--- src/rtl/vga_timing_gen_if.sv ---
// Pixel-source side of the VGA timing generator: run control, colour in,
// fetch coordinates/strobes and display-stage sync/blank/RGB out.
interface vga_timing_gen_if #(
  parameter int R_BITS  = 3,
  parameter int G_BITS  = 3,
  parameter int B_BITS  = 2,
  parameter int X_W     = 10,
  parameter int Y_W     = 10,
  parameter int FRAME_W = 16
);
  localparam int C_W = R_BITS + G_BITS + B_BITS;

  logic               ENABLE;
  logic [C_W-1:0]     COLOR;
  logic               PIX_EN;
  logic [X_W-1:0]     CURX;
  logic [Y_W-1:0]     CURY;
  logic               DATA_REQ;
  logic               LINE_START;
  logic               FRAME_START;
  logic [FRAME_W-1:0] FRAME_CNT;
  logic               hs_vga;
  logic               vs_vga;
  logic               HBLANK;
  logic               VBLANK;
  logic [R_BITS-1:0]  RED;
  logic [G_BITS-1:0]  GREEN;
  logic [B_BITS-1:0]  BLUE;

  modport master (
    input  ENABLE, COLOR,
    output PIX_EN, CURX, CURY, DATA_REQ, LINE_START, FRAME_START, FRAME_CNT,
           hs_vga, vs_vga, HBLANK, VBLANK, RED, GREEN, BLUE
  );

  modport slave (
    output ENABLE, COLOR,
    input  PIX_EN, CURX, CURY, DATA_REQ, LINE_START, FRAME_START, FRAME_CNT,
           hs_vga, vs_vga, HBLANK, VBLANK, RED, GREEN, BLUE
  );
endinterface

--- src/rtl/vga_timing_gen.sv ---
// Parametrised VGA timing generator: fetch coordinates lead the registered
// sync/blank/RGB display stage by FETCH_LAT pixel ticks.
module vga_timing_gen #(
  parameter int CLK_DIV   = 2,
  parameter int H_ACTIVE  = 640,
  parameter int H_FP      = 16,
  parameter int H_SYNC    = 96,
  parameter int H_BP      = 48,
  parameter int V_ACTIVE  = 480,
  parameter int V_FP      = 10,
  parameter int V_SYNC    = 2,
  parameter int V_BP      = 33,
  parameter int HS_POL    = 0,
  parameter int VS_POL    = 0,
  parameter int R_BITS    = 3,
  parameter int G_BITS    = 3,
  parameter int B_BITS    = 2,
  parameter int FETCH_LAT = 1,
  parameter int X_W       = 10,
  parameter int Y_W       = 10,
  parameter int FRAME_W   = 16
) (
  input  logic            clk_50MHz,
  input  logic            RESET_N,
  vga_timing_gen_if.master bus
);
  localparam int H_TOTAL = H_ACTIVE + H_FP + H_SYNC + H_BP;
  localparam int V_TOTAL = V_ACTIVE + V_FP + V_SYNC + V_BP;
  localparam int HS_BEG  = H_ACTIVE + H_FP;
  localparam int HS_END  = HS_BEG + H_SYNC;
  localparam int VS_BEG  = V_ACTIVE + V_FP;
  localparam int VS_END  = VS_BEG + V_SYNC;
  localparam int C_W     = R_BITS + G_BITS + B_BITS;
  localparam int DIV_W   = (CLK_DIV > 1) ? $clog2(CLK_DIV) : 1;
  localparam logic [DIV_W-1:0] DIV_MAX = DIV_W'(CLK_DIV - 1);
  localparam logic HS_ON = (HS_POL != 0);
  localparam logic VS_ON = (VS_POL != 0);

  // All-zero means "sync inactive, blanked", so a cleared pipeline drains as blank.
  typedef struct packed {
    logic hs;
    logic vs;
    logic hvis;
    logic vvis;
  } dflag_t;

  logic             run;
  logic [DIV_W-1:0] div;
  logic             tick;
  logic [X_W-1:0]   h;
  logic [Y_W-1:0]   v;
  int               hi, vi;
  logic             h_act, v_act, at_origin;
  dflag_t           nxt_fl, out_fl;
  dflag_t           fl_pipe [FETCH_LAT];

  // run gates the tick so CLK_DIV=1 still shows PIX_EN=0 while held off.
  assign tick       = run && (div == DIV_MAX);
  assign bus.PIX_EN = tick;

  assign hi        = int'(h);
  assign vi        = int'(v);
  assign h_act     = hi < H_ACTIVE;
  assign v_act     = vi < V_ACTIVE;
  assign at_origin = (hi == 0) && (vi == 0);
  assign out_fl    = fl_pipe[FETCH_LAT-1];

  always_comb begin
    nxt_fl      = '0;
    nxt_fl.hs   = (hi >= HS_BEG) && (hi < HS_END);
    nxt_fl.vs   = (vi >= VS_BEG) && (vi < VS_END);
    nxt_fl.hvis = h_act;
    nxt_fl.vvis = v_act;
  end

  always_ff @(posedge clk_50MHz or negedge RESET_N) begin
    if (!RESET_N) begin
      run <= 1'b0; div <= '0; h <= '0; v <= '0;
      bus.CURX <= '0; bus.CURY <= '0;
      bus.DATA_REQ <= 1'b0; bus.LINE_START <= 1'b0; bus.FRAME_START <= 1'b0;
      for (int i = 0; i < FETCH_LAT; i++) fl_pipe[i] <= '0;
      bus.hs_vga <= ~HS_ON; bus.vs_vga <= ~VS_ON;
      bus.HBLANK <= 1'b1; bus.VBLANK <= 1'b1;
      bus.RED <= '0; bus.GREEN <= '0; bus.BLUE <= '0;
    end else if (!bus.ENABLE) begin
      run <= 1'b0; div <= '0; h <= '0; v <= '0;
      bus.CURX <= '0; bus.CURY <= '0;
      bus.DATA_REQ <= 1'b0; bus.LINE_START <= 1'b0; bus.FRAME_START <= 1'b0;
      for (int i = 0; i < FETCH_LAT; i++) fl_pipe[i] <= '0;
      bus.hs_vga <= ~HS_ON; bus.vs_vga <= ~VS_ON;
      bus.HBLANK <= 1'b1; bus.VBLANK <= 1'b1;
      bus.RED <= '0; bus.GREEN <= '0; bus.BLUE <= '0;
    end else begin
      run <= 1'b1;
      div <= (div == DIV_MAX) ? '0 : div + 1'b1;
      if (tick) begin
        if (hi == H_TOTAL - 1) begin
          h <= '0;
          v <= (vi == V_TOTAL - 1) ? '0 : v + 1'b1;
        end else begin
          h <= h + 1'b1;
        end
        bus.CURX        <= h_act ? h : '0;
        bus.CURY        <= v_act ? v : '0;
        bus.DATA_REQ    <= h_act && v_act;
        bus.LINE_START  <= (hi == 0) && v_act;
        bus.FRAME_START <= at_origin;
        fl_pipe[0] <= nxt_fl;
        for (int i = 1; i < FETCH_LAT; i++) fl_pipe[i] <= fl_pipe[i-1];
        // Display stage: COLOR belongs to the fetch point FETCH_LAT ticks back.
        bus.hs_vga <= out_fl.hs ? HS_ON : ~HS_ON;
        bus.vs_vga <= out_fl.vs ? VS_ON : ~VS_ON;
        bus.HBLANK <= ~out_fl.hvis;
        bus.VBLANK <= ~out_fl.vvis;
        if (out_fl.hvis && out_fl.vvis) begin
          bus.RED   <= bus.COLOR[C_W-1 -: R_BITS];
          bus.GREEN <= bus.COLOR[B_BITS +: G_BITS];
          bus.BLUE  <= bus.COLOR[0 +: B_BITS];
        end else begin
          bus.RED <= '0; bus.GREEN <= '0; bus.BLUE <= '0;
        end
      end
    end
  end

  // Frame count survives ENABLE drops; only the async reset clears it.
  always_ff @(posedge clk_50MHz or negedge RESET_N) begin
    if (!RESET_N)
      bus.FRAME_CNT <= '0;
    else if (bus.ENABLE && tick && at_origin)
      bus.FRAME_CNT <= bus.FRAME_CNT + 1'b1;
  end
endmodule
--- src/flat_wrapper.sv ---
// flat-port wrapper written by rule: the top's interface ports become plain ports
module vga_timing_gen_flat 
#(
  parameter int CLK_DIV   = 2,
  parameter int H_ACTIVE  = 640,
  parameter int H_FP      = 16,
  parameter int H_SYNC    = 96,
  parameter int H_BP      = 48,
  parameter int V_ACTIVE  = 480,
  parameter int V_FP      = 10,
  parameter int V_SYNC    = 2,
  parameter int V_BP      = 33,
  parameter int HS_POL    = 0,
  parameter int VS_POL    = 0,
  parameter int R_BITS    = 3,
  parameter int G_BITS    = 3,
  parameter int B_BITS    = 2,
  parameter int FETCH_LAT = 1,
  parameter int X_W       = 10,
  parameter int Y_W       = 10,
  parameter int FRAME_W   = 16
)
  (clk_50MHz, RESET_N, bus_ENABLE, bus_COLOR, bus_PIX_EN, bus_CURX, bus_CURY, bus_DATA_REQ, bus_LINE_START, bus_FRAME_START, bus_FRAME_CNT, bus_hs_vga, bus_vs_vga, bus_HBLANK, bus_VBLANK, bus_RED, bus_GREEN, bus_BLUE);
  vga_timing_gen_if #(.R_BITS(R_BITS), .G_BITS(G_BITS), .B_BITS(B_BITS), .X_W(X_W), .Y_W(Y_W), .FRAME_W(FRAME_W)) bus_i ();
  input  logic clk_50MHz;
  input  logic RESET_N;
  input wire logic [$bits(bus_i.ENABLE)-1:0] bus_ENABLE;
  input wire logic [$bits(bus_i.COLOR)-1:0] bus_COLOR;
  output wire logic [$bits(bus_i.PIX_EN)-1:0] bus_PIX_EN;
  output wire logic [$bits(bus_i.CURX)-1:0] bus_CURX;
  output wire logic [$bits(bus_i.CURY)-1:0] bus_CURY;
  output wire logic [$bits(bus_i.DATA_REQ)-1:0] bus_DATA_REQ;
  output wire logic [$bits(bus_i.LINE_START)-1:0] bus_LINE_START;
  output wire logic [$bits(bus_i.FRAME_START)-1:0] bus_FRAME_START;
  output wire logic [$bits(bus_i.FRAME_CNT)-1:0] bus_FRAME_CNT;
  output wire logic [$bits(bus_i.hs_vga)-1:0] bus_hs_vga;
  output wire logic [$bits(bus_i.vs_vga)-1:0] bus_vs_vga;
  output wire logic [$bits(bus_i.HBLANK)-1:0] bus_HBLANK;
  output wire logic [$bits(bus_i.VBLANK)-1:0] bus_VBLANK;
  output wire logic [$bits(bus_i.RED)-1:0] bus_RED;
  output wire logic [$bits(bus_i.GREEN)-1:0] bus_GREEN;
  output wire logic [$bits(bus_i.BLUE)-1:0] bus_BLUE;
  assign bus_i.ENABLE = bus_ENABLE;
  assign bus_i.COLOR = bus_COLOR;
  assign bus_PIX_EN = bus_i.PIX_EN;
  assign bus_CURX = bus_i.CURX;
  assign bus_CURY = bus_i.CURY;
  assign bus_DATA_REQ = bus_i.DATA_REQ;
  assign bus_LINE_START = bus_i.LINE_START;
  assign bus_FRAME_START = bus_i.FRAME_START;
  assign bus_FRAME_CNT = bus_i.FRAME_CNT;
  assign bus_hs_vga = bus_i.hs_vga;
  assign bus_vs_vga = bus_i.vs_vga;
  assign bus_HBLANK = bus_i.HBLANK;
  assign bus_VBLANK = bus_i.VBLANK;
  assign bus_RED = bus_i.RED;
  assign bus_GREEN = bus_i.GREEN;
  assign bus_BLUE = bus_i.BLUE;
  vga_timing_gen #(.CLK_DIV(CLK_DIV), .H_ACTIVE(H_ACTIVE), .H_FP(H_FP), .H_SYNC(H_SYNC), .H_BP(H_BP), .V_ACTIVE(V_ACTIVE), .V_FP(V_FP), .V_SYNC(V_SYNC), .V_BP(V_BP), .HS_POL(HS_POL), .VS_POL(VS_POL), .R_BITS(R_BITS), .G_BITS(G_BITS), .B_BITS(B_BITS), .FETCH_LAT(FETCH_LAT), .X_W(X_W), .Y_W(Y_W), .FRAME_W(FRAME_W)) u_core (.clk_50MHz(clk_50MHz), .RESET_N(RESET_N), .bus(bus_i));
endmodule
--- config.mk ---
export PLATFORM = sky130hd
export DESIGN_NAME = vga_timing_gen_flat
export DESIGN_NICKNAME = d
export VERILOG_FILES = /design/src/rtl/vga_timing_gen_if.sv /design/src/rtl/vga_timing_gen.sv /design/src/flat_wrapper.sv
export SDC_FILE = /design/constraint.sdc
export NUM_CORES = 1
export LEC_CHECK = 0
export CAP_MARGIN = 20
export CORE_ASPECT_RATIO = 1.75
export CORE_MARGIN = 10
export CORE_UTILIZATION = 40
export DETAILED_ROUTE_END_ITERATION = 12
export DONT_BUFFER_PORTS = 1
export PLACE_DENSITY_LB_ADDON = 0.15
export SLEW_MARGIN = 10
export SYNTH_ARGS = -nofsm -noshare
export SYNTH_HDL_FRONTEND = slang
export SYNTH_SLANG_ARGS = --single-unit
--- constraint.sdc ---
create_clock -name clk_50MHz -period 3.4 [get_ports clk_50MHz]
set_input_delay 1.02 -clock clk_50MHz [delete_from_list [all_inputs] [get_ports clk_50MHz]]
set_output_delay 1.02 -clock clk_50MHz [all_outputs]
set_load 0.02 [all_outputs]
==> results_dict.tcl, run 1 <==
set metrics [dict create \
    hp-class "input port to async pin" \
    area_growth_syn_to_layout_pct 8.51 \
    drtIter0Drc 116 \
    ys_top_cells_by_area "dfrtp_1 (49%), a22o_1 (5.0%), xor2_1 (3.5%)" \
    drtAntennaViolNets 0 \
    dieWidth_um 92.8 \
    r2r-start "u_core.div" \
    cts_max_level 3 \
    yosysTopAreaCell "dfrtp_1" \
    grt_max_degree 78 \
    dr.pass1.iters 4 \
    power.leakage_nw 1.81 \
    synthFlopType "dfrtp_1" \
    crit_fanout 17 \
    synth_seq_area_share_pct 52.1 \
    final_common_cell "dfrtp_1" \
    die_area_um2 13700 \
    cp_data_arrival_time_ns 1.42 \
    dp_cells 431 \
    clk_latency_ns 0.34 \
    postCtsResizedCells 0 \
    crit_type "flop to primary output" \
    fmax_mhz 409 \
    mostFrequentLayoutCells "dfrtp_1 (73), nand2_1 (33), a22o_1 (21), nand3_1 (18)" \
    synth_edf_count 0 \
    async_flop_share_pct 100 \
    setup_tns_ns 0 \
    tightest_slew_ns 0.799 \
    synth_nets 346 \
    drive_above_1_share_pct 13.5 \
    nNetsFinal 338 \
    grt_pass1_wl_um 14600 \
    rsz0062_at_grt "false" \
    rows 46 \
    cap_violations 0 \
    fin_skew_ns 0.00733 \
    final_util_pct 44.5 \
    cp-start-kind "flop" \
    place_congestion 0.768 \
    worstPathRequired_ns 2.38 \
    syn_area_um2 3700 \
    path_clk_slew_ns 0.06 \
    min_period_ns 2.44 \
    via_per_inst 5.56 \
    final_cells 447 \
    numCtsBuffers 9 \
    num_vias 2484 \
    reg2reg_setup_slack_ns 1.12 \
    powerDensity_nw_per_um2 522 \
    antenna-diode-count 0 \
    cts_num_sinks 77 \
    ys_warn_count 0 \
    cts_tree "done" \
    ys_ff_latch 77 \
    grt.total_usage_pct 13.5 \
    finalSetupViolCount 0 \
    postSynthCellCount 330 \
    outcome "finished, final reports clean" \
    post_drt_wl_per_cell_um 19.5 \
    timing.slew.headroom_pct 46.5 \
    cts_root_buf "clkbuf_16" \
    r2r_cells 5 \
    fin_crit_sh_pct 71.8 \
    grt_pass1_vias 2596 \
    fin_hold_ws_ns 0.376 \
    drc 0 \
    maxSlewViolCount 0 \
    post-dp-hpwl_um 6290 \
    overflow 0 \
    die_h_um 147 \
    syn_area_per_cell_um2 11.2 \
    grt_antenna_before_repair 0 \
    placeableCoreArea_um2 9040 \
    worst_setup_path_end_kind "primary output" \
    io_buffers 0 \
    initial_core_util_pct 41.0 \
    postCtsSetupRepairBufs 0 \
    synth_top_area_share_pct 49.3 \
    synth_cell_type_count 59 \
    io_pins 63 \
    wl_um 8740 \
    ir_worst_vdd_mv 0.263 \
    clockBufferDepth 2 \
    finalHoldViolations 0 \
    cts_hold_buf 0 \
    worst_r2r_endpoint "u_core.bus.FRAME_CNT[1]" \
]
==> flip-flops by register name, indices dropped and copies added, names as in the netlist, 2 cells and up <==
register              cells
u_core.fl_pipe            4
u_core.h                 10
u_core.bus.CURY          10
u_core.v                 10
u_core.bus.RED            3
u_core.bus.GREEN          3
u_core.bus.FRAME_CNT     16
u_core.bus.BLUE           2
u_core.bus.CURX          10
==> critical path: stages (launching register included) <==
cell,delay [ns]
dfrtp_1,0.47
nand2_2,0.27
inv_1,0.35
==> synth_stat cells (4+ instances only) <==
library cell / instances
dfrtp_1: 73
nand3_1: 18
o211ai_1: 4
a31oi_1: 7
xor2_1: 15
dfstp_2: 4
clkbuf_1: 5
ha_1: 5
and3_1: 4
buf_2: 5
nor2b_1: 5
xnor2_1: 6
nor3_1: 15
or3_1: 4
inv_1: 13
a22o_1: 21
clkbuf_8: 4
nand2_1: 33
o21ai_0: 11
nand4_1: 6
nor2_1: 10
==> final cells by class <==
cell class / instances / area (µm²)
multi-input cells: 220 / 1580
flip-flops and latches: 77 / 1930
fillers: 880 / 5020
inverters: 13 / 48.8
well taps: 120 / 150
clock buffers: 9 / 225
repair buffers: 1 / 7.51
clock inverters: 7 / 76.3
==> cell families (layout without fill, tap and decap cells) <==
logic type / Yosys count / in the layout / share of synthesized area [%]
buffers and inverters: 33 / 30 / 5.50
and+or+nand+nor: 125 / 125 / 20.5
AOI/OAI and AO/OA: 65 / 65 / 13.9
DFF: 77 / 77 / 52.1
adders and majority gates: 5 / 5 / 1.69
muxes: 4 / 4 / 1.25
xor gates and xnor gates: 21 / 21 / 4.96
==> stage by stage <==
step	power (W)	worst slack, ns	instance area [µm²]
global placement	0.00116	1.02	3720
floorplan	0.00112	1.26	3700
finish	0.00210	0.957	4020
detailed placement	0.00116	0.969	3720
CTS	0.00213	0.937	4020
global route	0.00218	0.863	4020
==> how the worst max path moves through the flow <==
stage / startpoint / end / depth (start not counted)
after detailed placement: bus_ENABLE / u_core.bus.FRAME_CNT[1] / 4
after CTS: u_core.div / bus_PIX_EN / 2
after global routing: u_core.div / bus_PIX_EN / 2
final: u_core.div / bus_PIX_EN / 2
after floorplan: bus_ENABLE / u_core.h[8] / 6
after global placement: bus_ENABLE / u_core.bus.FRAME_CNT[1] / 4
==> power by group <==
group	total, W	switching (W)	internal [W]	leakage [nW]
Sequential	0.00104	0.0000923	0.000951	1.04
Combinational	0.0000976	0.0000555	0.0000421	0.627
Clock	0.000958	0.000388	0.000570	0.142
==> layer usage <==
metal | global-route usage, % | routed length (µm)
met5 | 0 | 0
met4 | 6.28 | 201
met3 | 3.52 | 358
met2 | 24.2 | 4930
met1 | 14.1 | 3250
(Power assumes the default switching activity.)
==> run 2, diff against run 1 <==
Clock period 3.4 ns to 2.3 ns, I/O delays scaled along.
==> results_dict.tcl, run 2 (same netlist as run 1, synthesis figures left out) <==
set metrics [dict create \
    grt.total_usage_pct 13.6 \
    fmax_mhz 472 \
    final_common_cell "dfrtp_1" \
    grt_antenna_before_repair 0 \
    cts_root_buf "clkbuf_16" \
    hp-class "input port to async pin" \
    postCtsSetupRepairBufs 0 \
    fin_skew_ns 0.00778 \
    dieWidth_um 92.8 \
    cp_data_arrival_time_ns 1.43 \
    drive_above_1_share_pct 15.5 \
    min_period_ns 2.12 \
    powerDensity_nw_per_um2 793 \
    post-dp-hpwl_um 6490 \
    io_pins 63 \
    num-fill-cells 868 \
    maxSlewViolCount 0 \
    r2r_cells 4 \
    largest_reg_flops 16 \
    overflow 0 \
    pwr-share-comb_pct 4.7 \
    path_clk_slew_ns 0.06 \
    nNetsFinal 346 \
    worst_setup_path_end_kind "primary output" \
    cp-start-kind "flop" \
    crit_type "flop to primary output" \
    clk_latency_ns 0.34 \
    io_buffers 0 \
    cts_hold_buf 0 \
    multi_input_area_um2 1580 \
    timing.final.ws_setup_ns 0.181 \
    tightest_slew_ns 0.608 \
    finalSetupViolCount 0 \
    postCtsResizedCells 0 \
    die_h_um 147 \
    post_drt_wl_per_cell_um 19.6 \
    seqCellArea_um2 1930 \
    clockBufferDepth 2 \
    clkPwrFrac_pct 48.3 \
    placeableCoreArea_um2 9040 \
    cts_tree "done" \
    switchingPower_w 0.000800 \
    area_growth_syn_to_layout_pct 11.0 \
    dr.pass1.iters 4 \
    cts_num_sinks 77 \
    drtAntennaViolNets 0 \
    pre_cts_slack_ns 0.349 \
    mostFrequentLayoutCells "dfrtp_1 (73), nand2_1 (33), a22o_1 (21), nand3_1 (18)" \
    num_vias 2489 \
    crit_fanout 17 \
    finalHoldViolations 0 \
    reg2reg_setup_slack_ns 0.38 \
    worst_r2r_endpoint "u_core.bus.FRAME_CNT[1]" \
    drtIter0Drc 107 \
    rows 46 \
    largest-register "u_core.bus.FRAME_CNT" \
    outcome "finished, final reports clean" \
    timing.slew.headroom_pct 59.4 \
    wl_um 8900 \
    r2r-start "u_core.h[9]" \
    intPower_w 0.00246 \
    grt_pass1_wl_um 14500 \
    grt_max_degree 78 \
    setup_tns_ns 0 \
    ir_worst_vdd_mv 0.359 \
    swShare_pct 24.5 \
    initial_core_util_pct 41.0 \
    numCtsBuffers 9 \
    die_area_um2 13700 \
    grt_pass1_vias 2625 \
    power_frac_seq_pct 47.0 \
    via_per_inst 5.47 \
    power_w 0.00326 \
    place_congestion 0.834 \
    power.leakage_nw 1.87 \
    antenna-diode-count 0 \
    worstPathRequired_ns 1.61 \
    cap_violations 0 \
    drc 0 \
    cts_max_level 3 \
    fin_crit_sh_pct 92.1 \
    rsz0062_at_grt "false" \
]
run 2: changes by cell type in the layout (fill, tap and decap cells not counted):
| cell | before | now |
|---|---|---|
| buf_4 | 1 | 9 |
| inv_6 | 0 | 1 |
| clkbuf_8 | 0 | 1 |
| clkinvlp_4 | 2 | 0 |
| bufinv_16 | 1 | 2 |
| clkinv_2 | 1 | 0 |
run 2: area by class of cell:
type | count | area share (%)
Sequential cell | 77 | 47.0
Timing Repair Buffer | 9 | 1.64
Inverter | 13 | 1.19
Multi-Input combinational cell | 220 | 38.4
Tap cell | 120 | 3.65
Clock buffer | 10 | 5.81
Clock inverter | 6 | 2.31
run 2: worst max path at each step:
stage / depth (start not counted) / start / endpoint / slack [ns]
2_1_floorplan: 6 / bus_ENABLE / u_core.h[8] / 0.49
3_3_place_gp: 5 / bus_ENABLE / u_core.bus.FRAME_CNT[13] / 0.43
3_5_place_dp: 4 / u_core.h[9] / u_core.bus.FRAME_CNT[1] / 0.35
4_1_cts: 3 / u_core.div / bus_PIX_EN / 0.15
5_1_grt: 3 / u_core.div / bus_PIX_EN / 0.07
6_report: 3 / u_core.div / bus_PIX_EN / 0.18
run 2: through the flow:
| step | instances | cell area [µm²] | hold WS (ns) | util [%] |
|---|---|---|---|---|
| after floorplan | 330 | 3700 | 0.394 | - |
| after global placement | 439 | 3780 | 0.398 | 41.8 |
| after detailed placement | 439 | 3780 | 0.397 | 41.8 |
| after CTS | 455 | 4110 | 0.0307 | 45.5 |
| after global routing | 455 | 4110 | 0.0190 | 45.5 |
| final | 455 | 4110 | 0.0420 | 45.5 |
run 2: power by group through the flow:
stage	sequential, W	combinational (W)	clock (W)
4_1_cts	0.00154	0.000157	0.00160
3_5_place_dp	0.00156	0.000156	0
3_3_place_gp	0.00157	0.000151	0
5_1_grt	0.00155	0.000174	0.00167
6_report	0.00154	0.000152	0.00158
2_1_floorplan	0.00154	0.000121	0
run 2: per-layer routing:
| layer | global-route usage (%) | vias to the layer above | routed length (µm) |
|---|---|---|---|
| met4 | 6.98 | 0 | 257 |
| met1 | 13.7 | 1234 | 3300 |
| met5 | 0 | - | 0 |
| li1 | - | 1197 | - |
| met3 | 4.18 | 18 | 431 |
| met2 | 24.3 | 40 | 4900 |
run 2: worst max-delay path, stage by stage (launching register included):
cell	delay, ns
dfrtp_1	0.46
nand2_2	0.32
inv_1	0.12
buf_4	0.19
